### src/rtl/mod_inverse_pkg.sv
// Shared types and sizing helpers for the mod_inverse extended-Euclid engine.
package mod_inverse_pkg;

  // Engine control states.
  typedef enum logic [2:0] {
    IDLE,
    DIV,
    UPDATE,
    FIX,
    DONE
  } state_e;

  localparam int DEFAULT_WIDTH = 16;

  // Euclid-step bound for a given operand width (Lame worst case plus the
  // initial swap step when e >= m).
  function automatic int maxSteps(input int width);
    return (3 * width) / 2 + 2;
  endfunction

  // Width of a counter that must hold values 0..maxStepsVal.
  function automatic int stepCntWidth(input int maxStepsVal);
    return $clog2(maxStepsVal + 1);
  endfunction

  // Signed Bezout coefficients need one extra bit over the operand width.
  function automatic int coefWidth(input int width);
    return width + 1;
  endfunction

  localparam int DEFAULT_STEP_CNT_W = stepCntWidth(maxSteps(DEFAULT_WIDTH));

endpackage

### src/rtl/mod_inverse_seq_divider.sv
// seq_divider: WIDTH-bit restoring divider producing one quotient bit per
// cycle. The first quotient bit is computed on the start cycle, so the full
// quotient is registered WIDTH edges after start. done_o marks the cycle whose
// closing edge writes the final bit; q_o/rem_o are valid from the next cycle.
// A zero divisor yields q = all ones and rem = dividend. WIDTH must be >= 2.
module seq_divider #(
  parameter int WIDTH = 16
) (
  input  logic             clk,
  input  logic             rst_n,
  input  logic             start_i,
  input  logic [WIDTH-1:0] dividend_i,
  input  logic [WIDTH-1:0] divisor_i,
  output logic             busy_o,
  output logic             done_o,
  output logic [WIDTH-1:0] q_o,
  output logic [WIDTH-1:0] rem_o
);

  localparam int CNT_W = $clog2(WIDTH);

  logic [WIDTH-1:0] rem_q, rem_d;
  logic [WIDTH-1:0] quo_q, quo_d;
  logic [WIDTH-1:0] div_q, div_d;
  logic [CNT_W-1:0] cnt_q, cnt_d;
  logic             busy_q, busy_d;

  logic [WIDTH-1:0] srcRem, srcQuo, srcDiv;
  logic [WIDTH:0]   shifted;
  logic [WIDTH+1:0] trial;

  // One restoring-division iteration, sourced from the inputs on start and
  // from the working registers while busy.
  always_comb begin
    srcRem  = start_i ? '0 : rem_q;
    srcQuo  = start_i ? dividend_i : quo_q;
    srcDiv  = start_i ? divisor_i : div_q;
    shifted = {srcRem, srcQuo[WIDTH-1]};
    trial   = {1'b0, shifted} - {2'b00, srcDiv};

    rem_d  = rem_q;
    quo_d  = quo_q;
    div_d  = div_q;
    cnt_d  = cnt_q;
    busy_d = busy_q;
    done_o = busy_q && (cnt_q == CNT_W'(WIDTH - 1));

    if (start_i || busy_q) begin
      div_d = srcDiv;
      if (!trial[WIDTH+1]) begin
        rem_d = trial[WIDTH-1:0];
        quo_d = {srcQuo[WIDTH-2:0], 1'b1};
      end else begin
        rem_d = shifted[WIDTH-1:0];
        quo_d = {srcQuo[WIDTH-2:0], 1'b0};
      end
      if (start_i) begin
        cnt_d  = CNT_W'(1);
        busy_d = 1'b1;
      end else if (done_o) begin
        cnt_d  = '0;
        busy_d = 1'b0;
      end else begin
        cnt_d = cnt_q + CNT_W'(1);
      end
    end
  end

  // Working registers of the divider.
  always_ff @(posedge clk or negedge rst_n) begin
    if (!rst_n) begin
      rem_q  <= '0;
      quo_q  <= '0;
      div_q  <= '0;
      cnt_q  <= '0;
      busy_q <= 1'b0;
    end else begin
      rem_q  <= rem_d;
      quo_q  <= quo_d;
      div_q  <= div_d;
      cnt_q  <= cnt_d;
      busy_q <= busy_d;
    end
  end

  assign busy_o = busy_q;
  assign q_o    = quo_q;
  assign rem_o  = rem_q;

endmodule

### src/rtl/mod_inverse.sv
// mod_inverse: iterative extended-Euclid engine computing gcd(m, e) and, when
// the gcd is 1, e^-1 mod m. Optional constant-time mode is enabled by defining
// MOD_INVERSE_CONST_TIME_EN: dummy Euclid steps on shadow registers pad every
// operation to exactly MAX_STEPS divisions.
module mod_inverse
  import mod_inverse_pkg::*;
#(
  parameter int WIDTH     = DEFAULT_WIDTH,
  parameter int MAX_STEPS = maxSteps(WIDTH)
) (
  input  logic                               clk,
  input  logic                               rst_n,
  input  logic                               in_valid_i,
  output logic                               in_ready_o,
  input  logic [WIDTH-1:0]                   m_i,
  input  logic [WIDTH-1:0]                   e_i,
  output logic                               out_valid_o,
  input  logic                               out_ready_i,
  output logic [WIDTH-1:0]                   gcd_o,
  output logic [WIDTH-1:0]                   inv_o,
  output logic                               no_inv_o,
  output logic [$clog2(MAX_STEPS+1)-1:0]     steps_o
);

  localparam int CW = coefWidth(WIDTH);
  localparam int SW = stepCntWidth(MAX_STEPS);

  state_e state_q, state_d;

  logic [WIDTH-1:0]     m_q, m_d;
  logic [WIDTH-1:0]     r0_q, r0_d;
  logic [WIDTH-1:0]     r1_q, r1_d;
  logic signed [CW-1:0] t0_q, t0_d;
  logic signed [CW-1:0] t1_q, t1_d;
  logic                 degen_q, degen_d;
  logic [SW-1:0]        steps_q, steps_d;

  logic [WIDTH-1:0]     gcdOut_q, gcdOut_d;
  logic [WIDTH-1:0]     invOut_q, invOut_d;
  logic                 noInv_q, noInv_d;
  logic [SW-1:0]        stepsOut_q, stepsOut_d;

`ifdef MOD_INVERSE_CONST_TIME_EN
  logic                 realDone_q, realDone_d;
  logic [WIDTH-1:0]     sh0_q, sh0_d;
  logic [WIDTH-1:0]     sh1_q, sh1_d;
  logic signed [CW-1:0] shT0_q, shT0_d;
  logic signed [CW-1:0] shT1_q, shT1_d;
  logic [SW-1:0]        ctSteps_q, ctSteps_d;
`endif

  logic                 divStart, divBusy, divDone;
  logic [WIDTH-1:0]     divA, divB, divQ, divRem;
  logic signed [CW-1:0] coefA, coefB;
  logic [CW-1:0]        prodTrunc;
  logic signed [CW-1:0] newT;
  logic [WIDTH-1:0]     invVal;
  logic                 noInvVal;

`ifdef MOD_INVERSE_CONST_TIME_EN
  assign divA  = realDone_q ? sh0_q  : r0_q;
  assign divB  = realDone_q ? sh1_q  : r1_q;
  assign coefA = realDone_q ? shT0_q : t0_q;
  assign coefB = realDone_q ? shT1_q : t1_q;
`else
  assign divA  = r0_q;
  assign divB  = r1_q;
  assign coefA = t0_q;
  assign coefB = t1_q;
`endif

  // The divider is kicked once on the first DIV cycle of each step.
  assign divStart = (state_q == DIV) && !divBusy;

  seq_divider #(
    .WIDTH(WIDTH)
  ) u_div (
    .clk       (clk),
    .rst_n     (rst_n),
    .start_i   (divStart),
    .dividend_i(divA),
    .divisor_i (divB),
    .busy_o    (divBusy),
    .done_o    (divDone),
    .q_o       (divQ),
    .rem_o     (divRem)
  );

  // Coefficient update t0 - q*t1; |t| <= m, so the low CW bits are exact.
  assign prodTrunc = {1'b0, divQ} * $unsigned(coefB);
  assign newT      = coefA - $signed(prodTrunc);

  // Fold a negative coefficient back into [0, m); modular W-bit add is exact.
  assign invVal   = t0_q[WIDTH-1:0] + (t0_q[CW-1] ? m_q : '0);
  assign noInvVal = degen_q || (r0_q != WIDTH'(1));

  // Next-state and datapath control for the Euclid sequence.
  always_comb begin
    state_d    = state_q;
    m_d        = m_q;
    r0_d       = r0_q;
    r1_d       = r1_q;
    t0_d       = t0_q;
    t1_d       = t1_q;
    degen_d    = degen_q;
    steps_d    = steps_q;
    gcdOut_d   = gcdOut_q;
    invOut_d   = invOut_q;
    noInv_d    = noInv_q;
    stepsOut_d = stepsOut_q;
`ifdef MOD_INVERSE_CONST_TIME_EN
    realDone_d = realDone_q;
    sh0_d      = sh0_q;
    sh1_d      = sh1_q;
    shT0_d     = shT0_q;
    shT1_d     = shT1_q;
    ctSteps_d  = ctSteps_q;
`endif

    case (state_q)
      IDLE: begin
        if (in_valid_i) begin
          m_d     = m_i;
          r0_d    = m_i;
          r1_d    = e_i;
          t0_d    = '0;
          t1_d    = CW'(1);
          steps_d = '0;
          degen_d = (m_i == '0) || (e_i == '0);
`ifdef MOD_INVERSE_CONST_TIME_EN
          realDone_d = (e_i == '0);
          sh0_d      = m_i;
          sh1_d      = WIDTH'(1);
          shT0_d     = '0;
          shT1_d     = CW'(1);
          ctSteps_d  = '0;
          state_d    = DIV;
`else
          state_d = (e_i == '0) ? FIX : DIV;
`endif
        end
      end

      DIV: begin
        if (divDone) begin
          state_d = UPDATE;
        end
      end

      UPDATE: begin
`ifdef MOD_INVERSE_CONST_TIME_EN
        ctSteps_d = ctSteps_q + SW'(1);
        if (!realDone_q) begin
          r0_d    = r1_q;
          r1_d    = divRem;
          t0_d    = t1_q;
          t1_d    = newT;
          steps_d = steps_q + SW'(1);
          if (divRem == '0) begin
            realDone_d = 1'b1;
            sh0_d      = r1_q;
            sh1_d      = WIDTH'(1);
            shT0_d     = t1_q;
            shT1_d     = newT;
          end
        end else begin
          sh0_d  = sh1_q;
          sh1_d  = (divRem == '0) ? WIDTH'(1) : divRem;
          shT0_d = shT1_q;
          shT1_d = newT;
        end
        state_d = (ctSteps_q == SW'(MAX_STEPS - 1)) ? FIX : DIV;
`else
        r0_d    = r1_q;
        r1_d    = divRem;
        t0_d    = t1_q;
        t1_d    = newT;
        steps_d = steps_q + SW'(1);
        state_d = (divRem == '0) ? FIX : DIV;
`endif
      end

      FIX: begin
        gcdOut_d   = r0_q;
        noInv_d    = noInvVal;
        invOut_d   = noInvVal ? '0 : invVal;
        stepsOut_d = steps_q;
        state_d    = DONE;
      end

      DONE: begin
        if (out_ready_i) begin
          state_d = IDLE;
        end
      end

      default: state_d = IDLE;
    endcase
  end

  // State and datapath registers; reset discards any partial result.
  always_ff @(posedge clk or negedge rst_n) begin
    if (!rst_n) begin
      state_q    <= IDLE;
      m_q        <= '0;
      r0_q       <= '0;
      r1_q       <= '0;
      t0_q       <= '0;
      t1_q       <= '0;
      degen_q    <= 1'b0;
      steps_q    <= '0;
      gcdOut_q   <= '0;
      invOut_q   <= '0;
      noInv_q    <= 1'b0;
      stepsOut_q <= '0;
`ifdef MOD_INVERSE_CONST_TIME_EN
      realDone_q <= 1'b0;
      sh0_q      <= '0;
      sh1_q      <= '0;
      shT0_q     <= '0;
      shT1_q     <= '0;
      ctSteps_q  <= '0;
`endif
    end else begin
      state_q    <= state_d;
      m_q        <= m_d;
      r0_q       <= r0_d;
      r1_q       <= r1_d;
      t0_q       <= t0_d;
      t1_q       <= t1_d;
      degen_q    <= degen_d;
      steps_q    <= steps_d;
      gcdOut_q   <= gcdOut_d;
      invOut_q   <= invOut_d;
      noInv_q    <= noInv_d;
      stepsOut_q <= stepsOut_d;
`ifdef MOD_INVERSE_CONST_TIME_EN
      realDone_q <= realDone_d;
      sh0_q      <= sh0_d;
      sh1_q      <= sh1_d;
      shT0_q     <= shT0_d;
      shT1_q     <= shT1_d;
      ctSteps_q  <= ctSteps_d;
`endif
    end
  end

  assign in_ready_o  = (state_q == IDLE);
  assign out_valid_o = (state_q == DONE);
  assign gcd_o       = gcdOut_q;
  assign inv_o       = invOut_q;
  assign no_inv_o    = noInv_q;
  assign steps_o     = stepsOut_q;

endmodule

### config.mk
export PLATFORM = sky130hd
export DESIGN_NAME = mod_inverse
export DESIGN_NICKNAME = d
export VERILOG_FILES = /design/src/rtl/mod_inverse_pkg.sv /design/src/rtl/mod_inverse_seq_divider.sv /design/src/rtl/mod_inverse.sv
export SDC_FILE = /design/constraint.sdc
export NUM_CORES = 1
export LEC_CHECK = 0
export CORE_ASPECT_RATIO = 1.5
export CORE_MARGIN = 2
export CORE_UTILIZATION = 55
export DETAILED_ROUTE_END_ITERATION = 10
export GPL_TIMING_DRIVEN = 0
export PLACE_DENSITY = 0.81
export SKIP_CTS_REPAIR_TIMING = 1
export SYNTH_ARGS = -nofsm -noshare
export SYNTH_HDL_FRONTEND = slang
export SYNTH_SLANG_ARGS = --single-unit
### constraint.sdc
create_clock -name clk -period 10.29 [get_ports clk]
set_input_delay 3.087 -clock clk [delete_from_list [all_inputs] [get_ports clk]]
set_output_delay 3.087 -clock clk [all_outputs]
set_load 0.05 [all_outputs]
==> results.toml <==
[outcome]
status = "complete, no violations"

[sta]
finalClockSkew_ps = 10.83
setup_violations = 0
setup_ws_ps = 3955
min_period_over_period = 0.6157
finalCriticalPeriod_ps = 6335
finalMaxSlewViolations = 0
tightest_slew_ps = 850.7
rsz0062_at_grt = "false"
hold_viol = 0
fmax_ghz = 0.1578
slew_headroom = 0.4328

[floorplanning]
die_x_um = 136.2
die-area_mm2 = 0.02757
fp.dieH_um = 202.4
core_mm2 = 0.02576
pin_count = 76
rows = 72
start_util = 0.5599

[layout]
final_layout_size_suffix_gt1_frac = 0.04857
finalInstanceArea_mm2 = 0.01620
antennaDiodeCount = 0
finalNetCount = 1932
postLayoutCoreUtil = 0.6288
area_growth_pct = 12.30

[route]
drtAntennaViolNets = 0
vias_per_cell = 5.905
wl_per_cell_um = 20.22
drt-initial-drc-count = 885
num_vias = 12060
post-route-drc-count = 0
drtPass1Iterations = 6
drt-total-wl_um = 41290

[global_route]
grt_max_degree = 113
grt_use_total = 0.3141
grt-ovfl-total = 0
antenna_found_initial = 0
grt_pass1_vias = 12560
grt_pass1_wl_um = 65480

[cts]
clock_latency_ps = 450
cts_buffer_depth = 2
clock_sinks = 182
cts_tree = "yes"
clkTransAtPathRegs_ps = 80
root_buffer = "clkbuf_16"
htree_levels = 4
cts_buffers = 17

[yosys]
post-synth-top-area-cell = "dfrtp_1"
synth.distinct_cells = 62
syn-cell-area_mm2 = 0.01443
synthCells = 1601
syn_area_per_cell_um2 = 9.011
ys_seq_area_frac = 0.3157
synth_area_leaders = "dfrtp_1, fa_1, nand2_1"
synth-async-reset-ratio = 1.000
synth_top_area_frac = 0.3157
synth_edf_count = 0
ys_warn_count = 0
synth.net_count = 1837
synthFlopType = "dfrtp_1"
synth_seq_cells = 182

[placed_design]
place_area_mm2 = 0.01563
hpwl_um = 32670
port_buffers = 75
gp_congestion = 1.001
preCtsSetupSlack_ps = 4004

[worst_hold_path]
min_path_type = "register to register"

[worst_setup_path]
critPathMaxStageDelay_ps = 560
endpoint_kind = "register"
critical_path_class = "register to register"
slowest_stage = "fa_1"
crit_chain = "clkbuf_1 > nand2_1 > fa_1 > inv_1 > fa_1 > fa_1 > inv_1 > fa_1 > fa_1 > inv_1 > fa_1 > inv_1 > ha_1 > or3_1 > a311oi_1 > o31ai_1 > a21o_1 > a21oi_1 > xnor2_1 > o21ai_1"
cp_num_buf_inv = 5
critPathMostFrequentCell = "fa_1"
cp_max_fo = 10
crit_required_ps = 10610
cp.arrival_ps = 6650
crit_path_start_kind = "register"
cp_top_family = "adder cells"

[flow_run]
drv_cap = 0
==> worst reg2reg max path, stage by stage (launching register included) <==
cell	delay, ps
dfrtp_1	470
clkbuf_1	540
nand2_1	190
fa_1	560
inv_1	50
fa_1	470
fa_1	520
inv_1	60
fa_1	490
fa_1	500
inv_1	50
fa_1	470
inv_1	40
ha_1	210
or3_1	350
a311oi_1	360
o31ai_1	210
a21o_1	210
a21oi_1	230
xnor2_1	170
o21ai_1	80
==> synth_stat cells, types with 9 or more instances <==
cell      count
a21oi_1      24
dfrtp_1     182
mux2_2       21
a31oi_1      23
o21ai_0      84
fa_1        113
o31ai_1      18
xnor2_1      52
nor4_1       15
nand2_1     322
buf_1         9
a22oi_1      16
ha_1         87
nor3_1       17
o21a_1       10
and2_1      126
inv_1       181
mux2i_1      28
xor2_1       23
clkbuf_1     58
nand3_1      31
nor2_1       59
==> flip-flops by register name, indices dropped and copies added (netlist names) <==
signal,count
degen_q,1
no_inv_o,1
divA,16
m_q,16
inv_o,16
steps_q,5
u_div.busy_o,1
u_div.div_q,16
u_div.q_o,16
coefB,17
coefA,17
divB,16
state_q,3
u_div.cnt_q,4
steps_o,5
gcd_o,16
u_div.rem_o,16
==> cell type report <==
class | count | area (µm²)
plain buffers | 72 | 289.0
clock buffers | 18 | 439.2
clock inverters | 14 | 135.1
fillers | 2173 | 9564
inverters | 182 | 683.2
multi-input cells | 1165 | 8900
flip-flops and latches | 182 | 4554
well taps | 333 | 416.7
repair buffers | 76 | 783.3
==> final timing paths <==
kind                                          start                    end  slack [ps]  depth (start not counted)
setup / recovery           u_div.q_o[4]$_DFFE_PN0P_  coefB[16]$_DFFE_PN0P_        3950                         20
hold / removal                  m_q[11]$_DFFE_PN0P_    m_q[11]$_DFFE_PN0P_         470                          2
setup reg to reg           u_div.q_o[4]$_DFFE_PN0P_  coefB[16]$_DFFE_PN0P_        3950                         20
hold reg to reg                 m_q[11]$_DFFE_PN0P_    m_q[11]$_DFFE_PN0P_         470                          2
max in group asynchronous                     rst_n   gcd_o[7]$_DFFE_PN0P_        6700                          2
min in group asynchronous                     rst_n  inv_o[13]$_DFFE_PN0P_        2580                          1
==> logic make-up after synthesis <==
family	Yosys count	share of synthesized area
adder cells (fa/ha/maj)	200	0.2323
buffers and inverters	254	0.06739
AO/OA/AOI/OAI	230	0.1046
flip-flops	182	0.3157
AND/OR/NAND/NOR	609	0.1966
XOR/XNOR	75	0.04553
multiplexers	51	0.03790
==> per-layer routing <==
layer	routed length, µm	share of wire	track usage
met2	21460	0.52	0.5492
met5	0	0	0
met3	2642	0.064	0.04916
met4	3084	0.075	0.2180
met1	14110	0.34	0.3433
==> cells in the final DEF (no fill, tap or decap), types with 5 or more instances in the layout <==
cell and instances:
nand2_1 322, dfrtp_1 182, inv_1 181, and2_1 126, fa_1 113, ha_1 87, o21ai_0 84, clkdlybuf4s50_1 74
nor2_1 59, clkbuf_1 58, xnor2_1 52, nand3_1 31, mux2i_1 28, a21oi_1 24, xor2_1 23, a31oi_1 23
mux2_2 21, o31ai_1 18, nor3_1 17, clkbuf_16 17, a22oi_1 16, nor4_1 15, o21a_1 10, buf_1 9
a21o_1 8, a32oi_1 8, and3_1 6, nand4_1 5, nand2b_1 5, o21bai_1 5, inv_6 5
==> metrics by stage <==
stage          TNS, ps  std cells  hold WS (ps)
3_3_place_gp   -208040       2009         452.7
5_1_grt              0       2042         489.9
2_1_floorplan        0       1601         437.4
4_1_cts              0       2042         474.3
6_report             0       2042         470.2
3_5_place_dp         0       2010         456.4
Power is left out: the tool's default activity adds up to more than one toggle a clock period on the data nets, which glitch-free logic cannot reach.
